### config.mk
export PLATFORM = sky130hd
export DESIGN_NAME = dot_product_seq_ctrl
export DESIGN_NICKNAME = d
export VERILOG_FILES = /design/src/rtl/dot_product_pkg.sv /design/src/rtl/dot_product_seq_ctrl_mac.sv /design/src/rtl/dot_product_seq_ctrl.sv
export SDC_FILE = /design/constraint.sdc
export NUM_CORES = 1
export LEC_CHECK = 0
export CORE_MARGIN = 1.5
export CORE_UTILIZATION = 55
export DETAILED_ROUTE_END_ITERATION = 8
export PLACE_DENSITY = 0.79
export SYNTH_ARGS = -nofsm -noshare
export SYNTH_HDL_FRONTEND = slang
export SYNTH_SLANG_ARGS = --single-unit
export TNS_END_PERCENT = 50
### constraint.sdc
create_clock -name clk -period 7 [get_ports clk]
set_input_delay 1.4 -clock clk [delete_from_list [all_inputs] [get_ports clk]]
set_output_delay 1.4 -clock clk [all_outputs]
set_load 0.01 [all_outputs]
### src/rtl/dot_product_pkg.sv
// Shared definitions for the sequential dot-product block.
//   N_DEF / DW_DEF : default vector length and element width
//   state_e        : controller state encoding
//   calc_aw()      : accumulator width that holds N full DW x DW products
package dot_product_pkg;

   localparam int N_DEF  = 4;
   localparam int DW_DEF = 8;

   typedef enum logic [1:0] {
      IDLE = 2'd0,
      RUN  = 2'd1,
      DONE = 2'd2
   } state_e;

   // A product needs 2*DW bits; summing up to N of them adds clog2(N) bits.
   function automatic int calc_aw(input int n, input int dw);
      return 2 * dw + $clog2(n);
   endfunction

endpackage

### src/rtl/dot_product_seq_ctrl_mac.sv
// mac_unit: single shared signed multiplier feeding an accumulator.
//   clk_i  : clock          rst_ni : async active-low reset
//   clr_i  : zero the accumulator (takes priority over en_i)
//   en_i   : add a_i*b_i into the accumulator this cycle
//   a_i/b_i: signed DW-bit operands
//   acc_o  : signed AW-bit running sum
module mac_unit #(
   parameter int DW = 8,
   parameter int AW = 18
) (
   input  logic                 clk_i,
   input  logic                 rst_ni,
   input  logic                 clr_i,
   input  logic                 en_i,
   input  logic signed [DW-1:0] a_i,
   input  logic signed [DW-1:0] b_i,
   output logic signed [AW-1:0] acc_o
);

   logic signed [2*DW-1:0] prod;
   logic signed [AW-1:0]   acc_q, acc_d;

   // Full-width product; signed cast sign-extends it to the accumulator.
   assign prod = a_i * b_i;

   always_comb begin
      acc_d = acc_q;
      if (clr_i)     acc_d = '0;
      else if (en_i) acc_d = acc_q + AW'(prod);
   end

   always_ff @(posedge clk_i or negedge rst_ni) begin
      if (!rst_ni) acc_q <= '0;
      else         acc_q <= acc_d;
   end

   assign acc_o = acc_q;

endmodule

### src/rtl/dot_product_seq_ctrl.sv
// Sequential dot product: captures two N-element signed vectors and a length,
// then accumulates one product per cycle through a shared mac_unit.
//   clk, reset (async active-low)
//   in_valid/in_ready   : operand handshake (inp1, inp2, len)
//   out_valid/out_ready : result handshake (sums, err_len)
//   busy                : high while an operation is in flight (RUN or DONE)
module dot_product_seq_ctrl
   import dot_product_pkg::*;
#(
   parameter  int N  = N_DEF,
   parameter  int DW = DW_DEF,
   localparam int LW = $clog2(N + 1),
   localparam int AW = calc_aw(N, DW)
) (
   input  logic                      clk,
   input  logic                      reset,
   input  logic                      in_valid,
   output logic                      in_ready,
   input  logic [0:N-1][DW-1:0]      inp1,
   input  logic [0:N-1][DW-1:0]      inp2,
   input  logic [LW-1:0]             len,
   output logic                      out_valid,
   input  logic                      out_ready,
   output logic signed [AW-1:0]      sums,
   output logic                      err_len,
   output logic                      busy
);

   state_e               state_q, state_d;
   logic [0:N-1][DW-1:0] a_q, b_q;
   logic [LW-1:0]        len_q, len_d;
   logic [LW-1:0]        idx_q, idx_d;
   logic                 err_q, err_d;
   logic                 capture;
   logic signed [DW-1:0] a_sel, b_sel;
   logic signed [AW-1:0] acc;

   assign capture = in_valid && (state_q == IDLE);

   // State register
   always_ff @(posedge clk or negedge reset) begin
      if (!reset) state_q <= IDLE;
      else        state_q <= state_d;
   end

   // Next-state logic
   always_comb begin
      state_d = state_q;
      case (state_q)
         IDLE: if (capture) state_d = (len == '0) ? DONE : RUN;
         RUN:  if (idx_q == len_q - LW'(1)) state_d = DONE;
         DONE: if (out_ready) state_d = IDLE;
         default: state_d = IDLE;
      endcase
   end

   // Outputs: result fields are forced to zero outside DONE.
   always_comb begin
      in_ready  = (state_q == IDLE);
      out_valid = (state_q == DONE);
      busy      = (state_q != IDLE);
      sums      = (state_q == DONE) ? acc : '0;
      err_len   = (state_q == DONE) ? err_q : 1'b0;
   end

   // Datapath next-state: oversize lengths are clamped to N and flagged.
   always_comb begin
      len_d = len_q;
      err_d = err_q;
      idx_d = idx_q;
      if (capture) begin
         idx_d = '0;
         if (len > LW'(N)) begin
            len_d = LW'(N);
            err_d = 1'b1;
         end else begin
            len_d = len;
            err_d = 1'b0;
         end
      end else if (state_q == RUN) begin
         idx_d = idx_q + LW'(1);
      end
   end

   always_ff @(posedge clk or negedge reset) begin
      if (!reset) begin
         a_q   <= '0;
         b_q   <= '0;
         len_q <= '0;
         idx_q <= '0;
         err_q <= 1'b0;
      end else begin
         if (capture) begin
            a_q <= inp1;
            b_q <= inp2;
         end
         len_q <= len_d;
         idx_q <= idx_d;
         err_q <= err_d;
      end
   end

   // Element select by compare rather than direct indexing: idx can reach N
   // after the last product, which would be out of range.
   always_comb begin
      a_sel = '0;
      b_sel = '0;
      for (int i = 0; i < N; i++) begin
         if (idx_q == LW'(i)) begin
            a_sel = a_q[i];
            b_sel = b_q[i];
         end
      end
   end

   mac_unit #(.DW(DW), .AW(AW)) u_mac (
      .clk_i  (clk),
      .rst_ni (reset),
      .clr_i  (capture),
      .en_i   (state_q == RUN),
      .a_i    (a_sel),
      .b_i    (b_sel),
      .acc_o  (acc)
   );

endmodule
==> results_dict.tcl <==
set metrics [dict create \
    status "finished, final reports clean" \
    antenna_found_initial 0 \
    criticalPathCategory "reg -> reg" \
    wl_um 17600 \
    netlist_area_um2 7460 \
    synth_top_family_by_area "adder cells" \
    required_ns 7.19 \
    port_buffers 92 \
    initial_core_util 0.563 \
    grt_max_degree 76 \
    setup_viol 0 \
    cts_tree "yes" \
    cts_num_sinks 91 \
    synth-adder-area-share 0.295 \
    drive_above_1_share 0.0514 \
    syn_avg_cell_area_um2 8.69 \
    postCtsSetupBuffers 0 \
    hp-class "reg -> reg" \
    syn_inst 858 \
    clk_pin_slew_worst_paths_ns 0.07 \
    hold_viol_final 0 \
    syn_nets 1057 \
    synth_compound_area_frac 0.104 \
    final_cell_mix "nand2_1, inv_1, dfrtp_1, clkdlybuf4s50_1, fa_1" \
    fin_skew_ns 0.00563 \
    synth_xor_area_frac 0.0211 \
    rsz0062_at_grt "no" \
    grt_usage 0.272 \
    seq_area_um2 2280 \
    die_w_um 119 \
    crit_fanout 26 \
    cts_root_buf "clkbuf_16" \
    first_global_vias 6108 \
    timing.critical_path.arrival_ns 6.77 \
    insertion_delay_ns 0.35 \
    fmax_ghz 0.152 \
    grt_pass1_wl_um 30000 \
    grt_overflow 0 \
    clockBufferDepth 2 \
    vias 5978 \
    yosysUniqueCellTypes 42 \
    cap_violations 0 \
    die_h_um 119 \
    fin_setup_tns_ns 0 \
    nFillCells 1125 \
    worst_slew_pin_slew_ns 1.15 \
    syn2layout_area_growth_pct 19.2 \
    gp_congestion 0.924 \
    cts_max_level 3 \
    antenna_cells 0 \
    synth_edf_count 0 \
    period_share 0.940 \
    fin_crit_ns 6.58 \
    first_pass_iters 4 \
    core_um2 13200 \
    avgViaCountPerCell 5.29 \
    synth.ff_latch_count 91 \
    drcViolationCount 0 \
    yosysSeqAreaShare 0.305 \
    wl_per_cell_um 15.6 \
    multi_input_area_um2 4700 \
    drtIter0Drc 323 \
    cp-start-kind "register" \
    ant_nets 0 \
    synth-simple-area-share 0.206 \
    cts_resized 0 \
    dp_hpwl_um 13400 \
    nNetsFinal 1147 \
    slew_headroom 0.230 \
    synthFlopType "dfrtp_1" \
    endpoint_kind "register" \
    numCtsBuffers 9 \
    die_area_um2 14300 \
    slew_violations 0 \
    ys_warn_count 0 \
    ios 93 \
    muxShareOfSynthArea 0.00268 \
    rows 42 \
    async_flop_share 1.00 \
    cts.hold.buffers_added 0 \
    layout_commonest_cell "nand2_1" \
]
==> kinds of logic (layout without fill, tap and decap cells) <==
kind of cell,after synthesis,in the layout
compound gates,118,118
xor+xnor,18,18
fa+ha+maj,128,128
buf+inv,127,222
flops,91,91
mux,2,2
simple gates,374,374
==> routing by layer <==
metal | GRT usage | up-vias | part of all wire
met5 | 0 | - | 0
met4 | 0.100 | 0 | 0.023
met3 | 0.0412 | 35 | 0.063
met2 | 0.431 | 208 | 0.48
met1 | 0.381 | 2851 | 0.43
li1 | - | 2884 | -
==> flip-flops by register name, indices dropped and copies added, names as in the netlist <==
register / cells
len_q: 3
err_q: 1
b_q: 32
idx_q: 3
state_q: 2
a_q: 32
u_mac.acc_o: 18
==> layout make-up <==
type                            instances  area share
Sequential cell                        91       0.256
Timing Repair Buffer                  112       0.120
Clock inverter                          4     0.00352
Multi-Input combinational cell        640       0.528
Clock buffer                           12      0.0277
Tap cell                              176      0.0248
Inverter                               94      0.0397
==> metrics by stage <==
step | instance area, um^2 | cells | setup slack [ns] | util | hold WS [ns]
CTS | 8890 | 1129 | 0.518 | 0.671 | 0.478
floorplan | 7460 | 858 | 0.976 | - | 0.442
global route | 8890 | 1129 | 0.0923 | 0.671 | 0.497
finish | 8890 | 1129 | 0.421 | 0.671 | 0.468
global placement | 8610 | 1113 | 0.609 | 0.651 | 0.457
detailed placement | 8610 | 1113 | 0.577 | 0.651 | 0.464
==> synth_stat cells (all sizes together), types with 15 or more instances <==
cell type  count  area (um^2)
inv           94          353
a21oi         22          110
dfrtp         91         2280
nand3         15         75.1
fa            80         1600
a22oi         17          143
clkbuf        19         71.3
nor2          61          229
ha            48          601
o21ai         39          195
nand2        252          946
==> worst paths after layout <==
path / from / to / slack [ns] / cells after the start
worst min register to register: err_q$_DFFE_PN0P_ / err_q$_DFFE_PN0P_ / 0.47 / 2
worst max-delay path: idx_q[0]$_DFFE_PN0P_ / u_mac.acc_o[15]$_DFFE_PN0P_ / 0.42 / 20
worst max register to register: idx_q[0]$_DFFE_PN0P_ / u_mac.acc_o[15]$_DFFE_PN0P_ / 0.42 / 20
min in group asynchronous: reset / b_q[25]$_DFFE_PN0P_ / 1.01 / 1
max in group asynchronous: reset / a_q[2]$_DFFE_PN0P_ / 4.93 / 2
worst min-delay path: err_q$_DFFE_PN0P_ / err_q$_DFFE_PN0P_ / 0.47 / 2
==> worst max-delay path, stage by stage (launching register included) <==
cell,delay (ns)
dfrtp_1,0.44
inv_1,0.12
ha_1,0.67
buf_4,0.28
o21ai_0,0.20
a22oi_1,0.47
nor2_1,0.15
fa_1,0.48
fa_1,0.54
inv_1,0.05
fa_1,0.47
inv_1,0.05
fa_1,0.48
ha_1,0.30
ha_1,0.35
o21ai_0,0.33
o211ai_1,0.18
a221oi_2,0.44
a21oi_1,0.15
xnor2_1,0.16
o21ai_0,0.08
Power is left out: the tool's default activity adds up to more than one toggle a clock period on the data nets, which glitch-free logic cannot reach.
